--- config.mk ---
export PLATFORM = sky130hd
export DESIGN_NAME = branch_resolve_unit
export DESIGN_NICKNAME = d
export VERILOG_FILES = /design/src/rtl/branch_resolve_unit.sv
export SDC_FILE = /design/constraint.sdc
export NUM_CORES = 1
export LEC_CHECK = 0
export ABC_CLOCK_PERIOD_IN_PS = 6700
export BUFFER_PORTS_ARGS = -buffer_cell sky130_fd_sc_hd__buf_2
export CAP_MARGIN = 20
export CORE_MARGIN = 2
export CORE_UTILIZATION = 30
export DETAILED_ROUTE_END_ITERATION = 10
export PLACE_DENSITY = 0.6
export SLEW_MARGIN = 20
export SYNTH_ARGS = -nofsm -noshare
export SYNTH_HDL_FRONTEND = slang
export SYNTH_SLANG_ARGS = --single-unit
--- constraint.sdc ---
create_clock -name clk -period 6.7 [get_ports clk]
set_input_delay 1.34 -clock clk [delete_from_list [all_inputs] [get_ports clk]]
set_output_delay 1.34 -clock clk [all_outputs]
set_load 0.05 [all_outputs]
--- src/rtl/branch_resolve_unit.sv ---
// branch_resolve_unit
// Carries the BTB prediction made at fetch down IF->ID->EX alongside the
// instruction, checks it against the real outcome in EX, and produces the
// BTB update, the front-end redirect/flush and saturating branch statistics.
module branch_resolve_unit #(
    parameter int CNT_WIDTH = 32
) (
    input  logic                 clk,
    input  logic                 rst,
    input  logic [31:0]          if_pc,
    input  logic                 if_btb_valid,
    input  logic                 if_btb_taken,
    input  logic [31:0]          if_btb_target,
    input  logic                 pipe_stall,
    input  logic                 ex_branch,
    input  logic                 ex_jump,
    input  logic                 ex_taken,
    input  logic [31:0]          ex_target,
    output logic                 update,
    output logic [31:0]          update_pc,
    output logic [31:0]          update_target,
    output logic                 mispredicted,
    output logic                 redirect,
    output logic [31:0]          redirect_pc,
    output logic                 flush,
    output logic [CNT_WIDTH-1:0] branch_count,
    output logic [CNT_WIDTH-1:0] mispredict_count
);

    // Prediction metadata for the instruction in ID
    logic                 idValid_q, idValid_d;
    logic [31:0]          idPc_q, idPc_d;
    logic                 idPt_q, idPt_d;
    logic [31:0]          idTgt_q, idTgt_d;

    // Prediction metadata for the instruction in EX
    logic                 exValid_q, exValid_d;
    logic [31:0]          exPc_q, exPc_d;
    logic                 exPt_q, exPt_d;
    logic [31:0]          exTgt_q, exTgt_d;

    // Statistics counters
    logic [CNT_WIDTH-1:0] brCnt_q, brCnt_d;
    logic [CNT_WIDTH-1:0] misCnt_q, misCnt_d;

    logic                 fetchPt;
    logic                 resolving;
    logic                 actualTaken;
    logic                 mispredict;
    logic                 falseHit;
    logic                 redirectInt;

    // Resolution of the EX instruction against the prediction it carried
    always_comb begin
        fetchPt     = if_btb_valid & if_btb_taken;
        resolving   = exValid_q & (ex_branch | ex_jump);
        actualTaken = ex_jump | ex_taken;
        mispredict  = resolving &
                      ((actualTaken != exPt_q) |
                       (actualTaken & exPt_q & (ex_target != exTgt_q)));
        falseHit    = exValid_q & ~ex_branch & ~ex_jump & exPt_q;
        redirectInt = mispredict | falseHit;

        update        = resolving;
        update_pc     = exPc_q;
        update_target = ex_target;
        mispredicted  = mispredict;
        redirect      = redirectInt;
        flush         = redirectInt;
        redirect_pc   = (resolving & actualTaken) ? ex_target : exPc_q + 32'd4;
    end

    // Pipeline advance: a redirect squashes both stages, a stall holds ID and bubbles EX
    always_comb begin
        idValid_d = idValid_q;
        idPc_d    = idPc_q;
        idPt_d    = idPt_q;
        idTgt_d   = idTgt_q;
        exValid_d = exValid_q;
        exPc_d    = exPc_q;
        exPt_d    = exPt_q;
        exTgt_d   = exTgt_q;
        if (redirectInt) begin
            idValid_d = 1'b0;
            exValid_d = 1'b0;
        end else if (pipe_stall) begin
            exValid_d = 1'b0;
        end else begin
            idValid_d = 1'b1;
            idPc_d    = if_pc;
            idPt_d    = fetchPt;
            idTgt_d   = if_btb_target;
            exValid_d = idValid_q;
            exPc_d    = idPc_q;
            exPt_d    = idPt_q;
            exTgt_d   = idTgt_q;
        end
    end

    // Saturating statistics: stop at all-ones rather than wrapping
    always_comb begin
        brCnt_d  = brCnt_q;
        misCnt_d = misCnt_q;
        if (resolving && (brCnt_q != '1)) begin
            brCnt_d = brCnt_q + CNT_WIDTH'(1);
        end
        if (redirectInt && (misCnt_q != '1)) begin
            misCnt_d = misCnt_q + CNT_WIDTH'(1);
        end
    end

    // State registers; reset drops any in-flight metadata immediately
    always_ff @(posedge clk or posedge rst) begin
        if (rst) begin
            idValid_q <= 1'b0;
            idPc_q    <= 32'd0;
            idPt_q    <= 1'b0;
            idTgt_q   <= 32'd0;
            exValid_q <= 1'b0;
            exPc_q    <= 32'd0;
            exPt_q    <= 1'b0;
            exTgt_q   <= 32'd0;
            brCnt_q   <= '0;
            misCnt_q  <= '0;
        end else begin
            idValid_q <= idValid_d;
            idPc_q    <= idPc_d;
            idPt_q    <= idPt_d;
            idTgt_q   <= idTgt_d;
            exValid_q <= exValid_d;
            exPc_q    <= exPc_d;
            exPt_q    <= exPt_d;
            exTgt_q   <= exTgt_d;
            brCnt_q   <= brCnt_d;
            misCnt_q  <= misCnt_d;
        end
    end

    assign branch_count     = brCnt_q;
    assign mispredict_count = misCnt_q;

endmodule

==> tab_implementation.tex <==
\begin{tabular}{lr}
\hline
Metric & Value \\
\hline
\multicolumn{2}{l}{\textbf{Place}} \\
\quad RD Place Congestion & 0.8058 \\
\quad Placed standard-cell area & 10920 sq um \\
\quad Input/output buffers & 267 \\
\quad HPWL after detailed placement & 18540 um \\
\quad Setup WS pre-CTS & 1.555 ns \\
\multicolumn{2}{l}{\textbf{Synthesis}} \\
\quad Async set-or-reset flop fraction in the synthesized netlist & 100.0\% \\
\quad Cell area after synthesis & 9404 sq um \\
\quad Post-synth top cells & sky130\_fd\_sc\_hd\_\_dfrtp\_1 (196), sky130\_fd\_sc\_hd\_\_mux2\_2 (68), sky130\_fd\_sc\_hd\_\_xnor2\_1 (66) \\
\quad Cell type contributing the most total cell area after synthesis & sky130\_fd\_sc\_hd\_\_dfrtp\_1 \\
\quad Count of yosys warnings during synthesis & 0 \\
\quad Number of instances in the synthesized netlist & 796 \\
\quad Yosys top cell area share & 52.16\% \\
\quad Number of flip-flops and latches in the synthesized netlist & 196 \\
\quad Commonest register cell after synthesis & sky130\_fd\_sc\_hd\_\_dfrtp\_1 \\
\quad Post-synthesis net count & 904 \\
\quad Most area-consuming cells after synthesis & sky130\_fd\_sc\_hd\_\_dfrtp\_1 (52\%), sky130\_fd\_sc\_hd\_\_mux2\_2 (8.1\%), sky130\_fd\_sc\_hd\_\_mux2\_1 (7.7\%) \\
\quad Proportion of synthesized chip area in sequential cells & 52.16\% \\
\quad Most common cell in the netlist & sky130\_fd\_sc\_hd\_\_dfrtp\_1 \\
\quad Cell variety after synth & 43 \\
\quad Mapped Avg Cell Area & 11.81 sq um \\
\quad Number of flops mapped to enable cells by yosys & 0 \\
\multicolumn{2}{l}{\textbf{Final layout}} \\
\quad Fin area & 11500 sq um \\
\quad Area grow syn2layout & 22.26\% \\
\quad Fraction of final layout cells sized beyond drive strength 1 & 36.85\% \\
\quad \# nets final & 1137 \\
\quad Fillers & 3084 \\
\multicolumn{2}{l}{\textbf{Floorplan}} \\
\quad Core area & 30750 sq um \\
\quad Initial Util & 30.58\% \\
\quad Area enclosed by the die boundary & 32780 sq um \\
\quad Number of ports placed on the die boundary & 268 \\
\quad Placement Rows & 64 \\
\quad Height of the die & 181.1 um \\
\quad Floorplan die width & 181.1 um \\
\multicolumn{2}{l}{\textbf{Clocking}} \\
\quad Post-CTS Repair Setup Buffers & 0 \\
\quad Skew-Pair Late Insertion Delay & 0.44 ns \\
\quad Clock-pin slew reported for the worst setup and hold paths after clock tree synthesis & 0.07 ns \\
\quad Number of buffers created by CTS & 17 \\
\quad CTS tree & done \\
\quad Number of gates resized after cts & 0 \\
\quad Maximum clock path buffer count & 2 \\
\quad H-tree lvl count & 4 \\
\quad TritonCTS Sinks & 196 \\
\quad Number of hold buffers added after cts & 0 \\
\quad Buffer type at the clock tree root & sky130\_fd\_sc\_hd\_\_clkbuf\_16 \\
\multicolumn{2}{l}{\textbf{Timing}} \\
\quad Slack of the critical path & 1.774 ns \\
\quad Final count of negative-setup-slack endpoints & 0 \\
\quad Number of hold-slack violations in the final timing report & 0 \\
\quad Worst Tran Pin Value & 0.9328 ns \\
\quad Post-layout min period & 4.926 ns \\
\quad Headroom to the max-slew limit & 37.66\% \\
\quad Total negative slack & 0 ns \\
\quad Setup repair after global routing missed its margin & false \\
\quad Final worst-path cycle share & 73.53\% \\
\quad Highest Clock Rate & 0.2030 GHz \\
\quad Post-route clock skew & 0.01397 ns \\
\quad Count of pins over their slew limit & 0 \\
\multicolumn{2}{l}{\textbf{Run}} \\
\quad Number of maximum-capacitance violations & 0 \\
\multicolumn{2}{l}{\textbf{Power and ir drop}} \\
\quad Sw power & 2381 uW \\
\quad Pwr Total & 5161 uW \\
\quad Sequential fraction of design power & 36.4\% \\
\quad Power density over the cells & 448.9 nW/um\^{}2 \\
\quad Leakage dissipation & 0.005366 uW \\
\quad Part of the power in combinational logic & 43.7\% \\
\quad Max VDD drop & 0.0003007 V \\
\quad Clock network fraction of total power & 19.9\% \\
\quad Internal Dissipation & 2780 uW \\
\quad Fraction of power spent switching nets & 46.13\% \\
\multicolumn{2}{l}{\textbf{Worst setup path}} \\
\quad Most used cell along the critical path & sky130\_fd\_sc\_hd\_\_buf\_2 \\
\quad Delay-heaviest family, CP & simple AND/OR/NAND/NOR gates \\
\quad Number of buffer and inverter instances along the worst setup path & 2 \\
\quad Cell with the largest stage delay on the worst path & sky130\_fd\_sc\_hd\_\_nor4\_1 \\
\quad Delay of the slowest cell on the worst path & 0.78 ns \\
\quad Critical Path Source Type & input port \\
\quad CP endpoint kind & primary output \\
\quad WS Path Type & in2out \\
\quad Crit path required time & 5.36 ns \\
\quad Maximum net fanout on the critical path & 9 \\
\quad Cell breakdown of the critical path & buf\_2 -> xnor2\_1 -> nand4\_1 -> nor4\_1 -> nand2\_1 -> a21o\_1 -> buf\_2 \\
\quad Worst EP arrival & 3.59 ns \\
\multicolumn{2}{l}{\textbf{Route}} \\
\quad Routed length per instance & 17.35 um \\
\quad DR vias/cell & 4.686 \\
\quad DRC errors left & 0 \\
\quad Initial DRC count & 412 \\
\quad Remaining antenna violation count & 0 \\
\quad Routed vias & 6752 \\
\quad Router iterations before antenna repair & 5 \\
\quad Total length of routed wires & 25000 um \\
\multicolumn{2}{l}{\textbf{Status}} \\
\quad Run status & finished clean \\
\multicolumn{2}{l}{\textbf{Global route}} \\
\quad Total gr overflow & 0 \\
\quad Pin count of the biggest net entering global routing & 141 \\
\quad Via count of the first global-routing pass & 6629 \\
\quad Total global routing track utilization & 15.46\% \\
\quad Global-route wire length before repair & 39040 um \\
\quad Antenna violations before repair & 6 \\
\multicolumn{2}{l}{\textbf{Worst hold path}} \\
\quad Min-Delay Path Class & reg2reg \\
\hline
\end{tabular}
final timing paths:
path	startpoint	end	slack [ns]	cells after the start
min in group asynchronous	rst	branch_count[0]	0.95	2
worst max register to register	exTgt_q[12]	idPc_q[19]	2.91	7
worst min register to register	branch_count[31]	branch_count[31]	0.49	1
max in group asynchronous	rst	update_pc[1]	4.37	3
worst min-delay path	branch_count[31]	branch_count[31]	0.49	1
worst max-delay path	ex_target[12]	flush	1.77	7
cell type report:
type,count,area (sq um),share of cell area [%]
antenna,3,7.507,0.06530
inverter,12,57.56,0.5006
sequential,196,4905,42.66
multi-input combinational,529,4056,35.28
timing repair buffer,273,1406,12.23
clock inverter,11,118.9,1.034
clock buffer,21,450.4,3.918
tap,396,495.5,4.309
power groups by stage:
stage / combinational (uW) / sequential [uW] / clock, uW
finish: 2260 / 1880 / 1030
global route: 2400 / 1950 / 1110
CTS: 2290 / 1880 / 1060
detailed placement: 2280 / 1910 / 0
global placement: 2260 / 1890 / 0
floorplan: 1320 / 2280 / 0
metal layers:
metal / global-route usage, % / vias up / wire [um]
li1: - / 3199 / -
met1: 20.58 / 3333 / 11380
met2: 24.89 / 200 / 11750
met3: 4.233 / 16 / 1577
met4: 4.065 / 4 / 265
met5: 0 / - / 24
metrics by stage:
| stage | cells | hold slack [ns] | util (%) |
|---|---|---|---|
| floorplan | 796 | 0.4460 | - |
| global placement | 1406 | 0.4625 | 35.50 |
| detailed placement | 1406 | 0.4734 | 35.50 |
| CTS | 1438 | 0.4898 | 37.35 |
| global route | 1440 | 0.5034 | 37.38 |
| finish | 1441 | 0.4853 | 37.39 |
flip-flops by register name (all words and copies together) (netlist names), 32 cells and up:
signal	flops
branch_count	32
exTgt_q	32
idTgt_q	32
mispredict_count	32
idPc_q	32
update_pc	32
logic make-up (layout without fill, tap and decap cells):
kind of cell	count (synthesis)	count (layout)	synth area share, %
AOI/OAI and AO/OA	44	44	2.794
xor gates and xnor gates	120	120	11.18
adders and majority gates	4	4	0.5322
buffers and inverters	71	317	4.816
DFF	196	196	52.16
muxes	132	132	15.81
other	0	3	0
and+or+nand+nor	229	229	12.72
cell usage in the layout (no fill, tap or decap), types with 2 or more instances in the layout:
cell                         Yosys  final
sky130_fd_sc_hd__a21oi_1        32     32
sky130_fd_sc_hd__and2_1          4      4
sky130_fd_sc_hd__and3_1         14     14
sky130_fd_sc_hd__and4_1         10     10
sky130_fd_sc_hd__buf_12          0      2
sky130_fd_sc_hd__buf_2           8    267
sky130_fd_sc_hd__buf_4          35      4
sky130_fd_sc_hd__clkbuf_1       10      3
sky130_fd_sc_hd__clkbuf_16       0     17
sky130_fd_sc_hd__clkinvlp_4      0      3
sky130_fd_sc_hd__dfrtp_1       196    196
sky130_fd_sc_hd__diode_2         0      3
sky130_fd_sc_hd__ha_1            4      4
sky130_fd_sc_hd__inv_1          12     11
sky130_fd_sc_hd__inv_6           0      4
sky130_fd_sc_hd__inv_8           0      2
sky130_fd_sc_hd__mux2_1         64     64
sky130_fd_sc_hd__mux2_2         68     68
sky130_fd_sc_hd__nand2_1        35     34
sky130_fd_sc_hd__nand3_1        38     38
sky130_fd_sc_hd__nand4_1        24     24
sky130_fd_sc_hd__nor2_1         59     59
sky130_fd_sc_hd__nor2_2          2      2
sky130_fd_sc_hd__nor2b_1         3      3
sky130_fd_sc_hd__nor3_1         20     20
sky130_fd_sc_hd__nor4_1          6      6
sky130_fd_sc_hd__nor4b_1         2      2
sky130_fd_sc_hd__o21ai_0         4      4
sky130_fd_sc_hd__or3_1           2      2
sky130_fd_sc_hd__or4_4           2      2
sky130_fd_sc_hd__xnor2_1        66     66
sky130_fd_sc_hd__xor2_1         54     54
Power figures use the tool's default switching activity.
